File: config.mk
export PLATFORM = sky130hd
export DESIGN_NAME = data_wb
export DESIGN_NICKNAME = d
export VERILOG_FILES = /design/src/rtl/data_wb.sv
export SDC_FILE = /design/constraint.sdc
export NUM_CORES = 1
export LEC_CHECK = 0
export CORE_MARGIN = 1
export CORE_UTILIZATION = 51
export DETAILED_ROUTE_END_ITERATION = 7
export GPL_TIMING_DRIVEN = 1
export PLACE_DENSITY = 0.95
export SLEW_MARGIN = 20
export SYNTH_ARGS = -nofsm -noshare
export SYNTH_HDL_FRONTEND = slang
export SYNTH_SLANG_ARGS = --single-unit
File: constraint.sdc
create_clock -name clk -period 5.6 [get_ports clk]
set_input_delay 0.84 -clock clk [delete_from_list [all_inputs] [get_ports clk]]
set_output_delay 0.84 -clock clk [all_outputs]
set_load 0.005 [all_outputs]
File: src/rtl/data_wb.sv
// Write-back stage: MEM/WB pipeline register, load-data wait with timeout,
// register-file write-side outputs and a retired-instruction counter.
module data_wb #(
  parameter int unsigned TIMEOUT = 15,
  parameter int unsigned CNT_W   = 32
) (
  input  logic             clk,
  input  logic             reset_n,
  input  logic             mem_valid,
  output logic             mem_ready,
  input  logic             mem_RegWrite,
  input  logic             mem_MemtoReg,
  input  logic             mem_BLsignal,
  input  logic             mem_load,
  input  logic [4:0]       mem_Rd,
  input  logic [63:0]      mem_alu_result,
  input  logic [63:0]      mem_pc,
  input  logic             dmem_ack,
  input  logic [63:0]      dmem_rdata,
  output logic [63:0]      WBsignal,
  output logic [63:0]      BLT,
  output logic             BLsignal,
  output logic             RegWrite,
  output logic [4:0]       Rd,
  output logic             mem_err,
  output logic [CNT_W-1:0] retired
);

  typedef enum logic [1:0] {StEmpty, StValid, StWait} state_e;

  state_e      state_q, state_d;
  logic [7:0]  cnt_q;
  logic        rw_q, m2r_q, bl_q;
  logic [63:0] alu_q;
  logic        capture, ack_take, timeout;

  assign capture  = mem_valid & mem_ready;
  assign ack_take = (state_q == StWait) & dmem_ack;
  // An ack on the final wait cycle takes priority over the timeout.
  assign timeout  = (state_q == StWait) & ~dmem_ack & ((cnt_q + 8'd1) == 8'(TIMEOUT));

  always_ff @(posedge clk or negedge reset_n) begin
    if (!reset_n) begin
      state_q <= StEmpty;
    end else begin
      state_q <= state_d;
    end
  end

  always_comb begin
    state_d = state_q;
    unique case (state_q)
      StEmpty, StValid: begin
        if (capture) begin
          state_d = mem_load ? StWait : StValid;
        end else begin
          state_d = StEmpty;
        end
      end
      StWait: begin
        if (ack_take) begin
          state_d = StValid;
        end else if (timeout) begin
          state_d = StEmpty;
        end
      end
      default: state_d = StEmpty;
    endcase
  end

  always_comb begin
    mem_ready = reset_n & (state_q != StWait);
    RegWrite  = 1'b0;
    BLsignal  = 1'b0;
    if (state_q == StValid) begin
      // Writes to XZR are dropped unless this is a link write.
      RegWrite = rw_q & ((Rd != 5'd31) | bl_q);
      BLsignal = bl_q;
    end
  end

  always_ff @(posedge clk or negedge reset_n) begin
    if (!reset_n) begin
      rw_q     <= 1'b0;
      m2r_q    <= 1'b0;
      bl_q     <= 1'b0;
      alu_q    <= '0;
      WBsignal <= '0;
      BLT      <= '0;
      Rd       <= '0;
      cnt_q    <= '0;
      mem_err  <= 1'b0;
      retired  <= '0;
    end else begin
      if (capture) begin
        rw_q  <= mem_RegWrite;
        m2r_q <= mem_MemtoReg;
        bl_q  <= mem_BLsignal;
        alu_q <= mem_alu_result;
        BLT   <= mem_pc + 64'd4;
        Rd    <= mem_BLsignal ? 5'd30 : mem_Rd;
        if (!mem_load) begin
          WBsignal <= mem_alu_result;
        end
      end
      if (ack_take) begin
        WBsignal <= m2r_q ? dmem_rdata : alu_q;
      end
      if (state_q == StWait) begin
        cnt_q <= (ack_take || timeout) ? 8'd0 : cnt_q + 8'd1;
      end else begin
        cnt_q <= 8'd0;
      end
      if (timeout) begin
        mem_err <= 1'b1;
      end
      if (state_q == StValid) begin
        retired <= retired + CNT_W'(1);
      end
    end
  end

endmodule
* Word-level counts from Yosys, hierarchy flattened
Index checks and enable logic that the tools add are counted.
** Cells by class
- Eq/ne operators :: 7
- $add $sub $neg :: 3
- Bitwise gates (word level) :: 8
- Reduce and logical (&&, ||, !) cells :: 5
- Mux-type cells :: 14
** Operators with widths (count)
- 2-to-1 mux 64 bit :: 4
- adder 64 x 3 -> 64 bit (second input constant) :: 1
- adder 32 x 1 -> 32 bit (second input constant) :: 1
- 2-to-1 mux 8 bit :: 2
- adder 8 x 1 -> 8 bit (second input constant) :: 1
- == test 8 x 4 -> 1 bit (second input constant) :: 1
- 2-to-1 mux 2 bit :: 4
- AND 1 bit :: 6
- 2-to-1 mux 5 bit :: 1
- != test 5 bit (second input constant) :: 1
- case mux 2 bit (2 select lines) :: 1
- != test 3 bit (second input constant) :: 1
- == test 2 x 1 -> 1 bit (second input constant) :: 1
- == test 2 bit (second input constant) :: 1
- logical NOT 2 bit :: 1
- 2-to-1 mux 1 bit :: 2
- != test 2 x 1 -> 1 bit (second input constant) :: 1
- != test 2 bit (second input constant) :: 1
- AND reduction 2 bit :: 1
- nonzero test 2 bit :: 1
- OR reduction 2 bit :: 1
- logical OR 1 bit :: 1
- inverter 1 bit :: 1
- OR 1 bit :: 1
** Word-level totals
- Input port bits :: 205
- Logic and storage cells :: 48
- Bits in registers :: 243

* Logic depth before layout (Yosys ltp)
- Depth after elaboration :: 6
- Gate-level depth with buffers :: 8
- Depth with buffers taken out :: 6

* Worst setup path after synthesis
Ideal clock, no wire load.
- Kind :: input to register
- From :: in mem_pc[2]
- To :: reg BLT[52]
- Buffers on the path :: 2
- Required time :: 5.518 ns
- Arrival time :: 2.649 ns
- Cell stages on the path :: 8
- Slack :: 2.869 ns
- Setup time :: 0.082 ns
- Path through :: ha_1 nand3_1 or4_4 buf_6 or3_4 buf_6 or3_1 a31oi_1
** On the way
- Longest elaborated chain between the ends :: 1
** Ends and longest elaborated chain
- start, declared :: RTL line 17 : input logic [63:0] mem_pc,
- adder 64 x 3 -> 64 bit :: RTL line 100 : BLT <= mem_pc + 64'd4;
- end signal, assigned :: RTL line 100
- end, declared :: RTL line 21 : output logic [63:0] BLT,
No other way between the ends.
A chain may end at the register's enable or synchronous reset.

* Worst setup path after layout
- From :: in mem_pc[12]
- To :: reg BLT[59]
Same word-level chain as after synthesis.

==> impl_metrics.env <==
export IMPL_globalplace_congestion=0.922
export IMPL_finalHoldViolCount=0
export IMPL_crit_path_end_kind="register"
export IMPL_core_area_um2=22600
export IMPL_final_common_cell="clkdlybuf4s50_1"
export IMPL_ioPinCount=374
export IMPL_start_util=0.521
export IMPL_total_power_uw=5380
export IMPL_overflow=0
export IMPL_drv_cap=0
export IMPL_power_density_nw_per_um2=324
export IMPL_drive_above_1_share=0.0392
export IMPL_avgSynthCellArea_um2=8.86
export IMPL_ys_types=45
export IMPL_portBuffers=373
export IMPL_layout_nets=1877
export IMPL_cts_sinks=243
export IMPL_peakVddDrop_mv=0.189
export IMPL_ys_seq_elements=243
export IMPL_dp_hpwl_um=26100
export IMPL_fill_cells=1575
export IMPL_final_core_util=0.733
export IMPL_grt_pass1_wl_um=59100
export IMPL_cts_tree="yes"
export IMPL_tightestPinTransition_ns=0.974
export IMPL_drc=0
export IMPL_cts_root_buffer="clkbuf_16"
export IMPL_synth_area_leader_cell="dfrtp_1"
export IMPL_setup_viol=0
export IMPL_grt_max_degree=93
export IMPL_numCtsBuffers=26
export IMPL_status="complete, no violations"
export IMPL_fp_dieH_um=154
export IMPL_yosys_warnings=0
export IMPL_tns_ns=0
export IMPL_drt_initial_drc_count=871
export IMPL_yosys_most_used_dff="dfrtp_1"
export IMPL_finClkSkew_ns=0.0139
export IMPL_grt_pass1_vias=11270
export IMPL_postSynthCellCount=1333
export IMPL_clk_pin_slew_ns=0.06
export IMPL_synth_edf_count=0
export IMPL_max_slew_margin_rel=0.344
export IMPL_rsz0062_at_grt="no"
export IMPL_arrival_ns=3.83
export IMPL_async_flop_share=1.00
export IMPL_hold_class="in2async"
export IMPL_fp_dieArea_um2=23800
export IMPL_slew_violations=0
export IMPL_placed_area_um2=15700
export IMPL_cp_required_ns=6.04
export IMPL_die_w_um=154
export IMPL_cts_max_level=1
export IMPL_vias=11201
export IMPL_p_leak_uw=0.00716
export IMPL_firstDrtPassIters=6
export IMPL_wl_per_cell_um=19.0
export IMPL_cts_hold_fix_buffers=0
export IMPL_synthesis_area_um2=11800
export IMPL_grt_antenna_before_repair=3
export IMPL_max_clock_freq_ghz=0.295
export IMPL_via_per_inst=5.68
export IMPL_postCtsSetupBuffers=0
export IMPL_start_kind="primary input"
export IMPL_finalInstanceArea_um2=16600
export IMPL_rows=55
export IMPL_syn2layout_area_growth_pct=40.5
export IMPL_clock_latency_ns=0.52
export IMPL_ys_seq_area_frac=0.515
export IMPL_synth_nets=1542
export IMPL_clockBufferDepth=3
export IMPL_layout_common_cells="372 x clkdlybuf4s50_1, 355 x nand2_1, 242 x dfrtp_1, 117 x o21ai_0, 113 x nor2_1"
export IMPL_final_min_clock_period_ns=3.39
export IMPL_synth_area_top_cells="dfrtp_1 52%, nand2_1 11%, mux2i_1 5.5%"
export IMPL_synth_top_area_share=0.515
export IMPL_ant_nets=0
export IMPL_cts_resized=0
export IMPL_grt_usage=0.313
export IMPL_crit_fanout=19
export IMPL_period_share=0.605
export IMPL_crit_type="in2reg"
export IMPL_wirelength_um=37500
-- critical path: stages --
cell	delay, ns
clkdlybuf4s50_1	0.57
nand3_1	0.19
or4_1	0.75
or3_1	0.73
or4_1	0.56
a31oi_1	0.18
-- routing by layer --
layer | vias to the layer above | track usage | part of all wire
li1 | 5199 | - | -
met1 | 5252 | 0.369 | 0.37
met2 | 596 | 0.518 | 0.47
met3 | 150 | 0.0936 | 0.098
met4 | 4 | 0.166 | 0.054
met5 | - | 0 | 0.00064
-- cell type report --
class | count | area (um^2) | share of cell area
timing repair buffer | 383 | 3830 | 0.231
sequential | 243 | 6080 | 0.367
antenna | 1 | 2.50 | 0.000151
clock inverter | 3 | 40.0 | 0.00241
multi-input combinational | 999 | 5400 | 0.325
clock buffer | 42 | 822 | 0.0496
tap | 285 | 357 | 0.0215
inverter | 15 | 56.3 | 0.00339
-- sequential cells by signal, summed over array words and instances, names as in the netlist --
| signal | count |
|---|---|
| BLT | 64 |
| Rd | 5 |
| WBsignal | 64 |
| alu_q | 64 |
| bl_q | 1 |
| cnt_q | 8 |
| m2r_q | 1 |
| mem_err | 1 |
| retired | 32 |
| rw_q | 1 |
| state_q | 2 |
-- cells by family (layout without fill, tap and decap cells) --
family                     count (synthesis)  count (layout)  synth area share
AOI/OAI and AO/OA                        222             222             0.101
xor gates and xnor gates                  73              73            0.0542
adders and majority gates                  4               4           0.00424
buffers and inverters                     91             443            0.0303
DFF                                      243             243             0.515
muxes                                     66              66            0.0561
other                                      0               1                 0
and+or+nand+nor                          634             634             0.239
-- worst paths after layout --
kind,from,endpoint,slack (ns),depth (start not counted)
min in group clk,alu_q[0]$_DFFE_PN0N_,alu_q[0]$_DFFE_PN0N_,0.47,2
hold reg to reg,alu_q[0]$_DFFE_PN0N_,alu_q[0]$_DFFE_PN0N_,0.47,2
hold / removal,reset_n,BLT[55]$_DFFE_PN0N_,0.30,1
setup / recovery,mem_pc[12],BLT[59]$_DFFE_PN0N_,2.21,6
setup reg to reg,state_q[1]$_DFFE_PN0P_,WBsignal[38]$_DFFE_PN0P_,2.87,6
max in group asynchronous,reset_n,m2r_q$_DFFE_PN0N_,3.16,3
-- synthesized netlist by cell type (2+ instances only) --
| library cell | n |
|---|---|
| or4_1 | 15 |
| buf_6 | 2 |
| nand2_1 | 355 |
| or3_1 | 14 |
| xor2_1 | 23 |
| and3_1 | 16 |
| and2_1 | 4 |
| buf_1 | 10 |
| dfrtp_1 | 243 |
| inv_1 | 15 |
| xnor2_1 | 50 |
| nand3_1 | 37 |
| or2_2 | 3 |
| and4_1 | 4 |
| a21oi_1 | 65 |
| nand4_1 | 27 |
| ha_1 | 4 |
| a31oi_1 | 21 |
| nand2b_1 | 2 |
| mux2i_1 | 65 |
| nor3b_1 | 2 |
| nand4_4 | 2 |
| nor3_1 | 10 |
| nand3b_1 | 4 |
| nor2_1 | 113 |
| nor4_1 | 17 |
| o31ai_1 | 14 |
| o21ai_0 | 117 |
| clkbuf_1 | 63 |
-- where the power goes --
group	switching [uW]	total, uW	internal (uW)
Clock	690	1730	1040
Sequential	236	2310	2080
Combinational	587	1340	751
Total	1510	5380	3870
-- metrics by stage --
step | instances | hold slack, ns | worst slack [ns]
2_1_floorplan | 1333 | 0.445 | 2.87
4_1_cts | 1969 | 0.345 | 2.27
3_5_place_dp | 1924 | 0.462 | 1.71
6_report | 1971 | 0.302 | 2.21
5_1_grt | 1970 | 0.365 | 2.08
3_3_place_gp | 1924 | 0.456 | 1.83
Power figures use the tool's default switching activity.
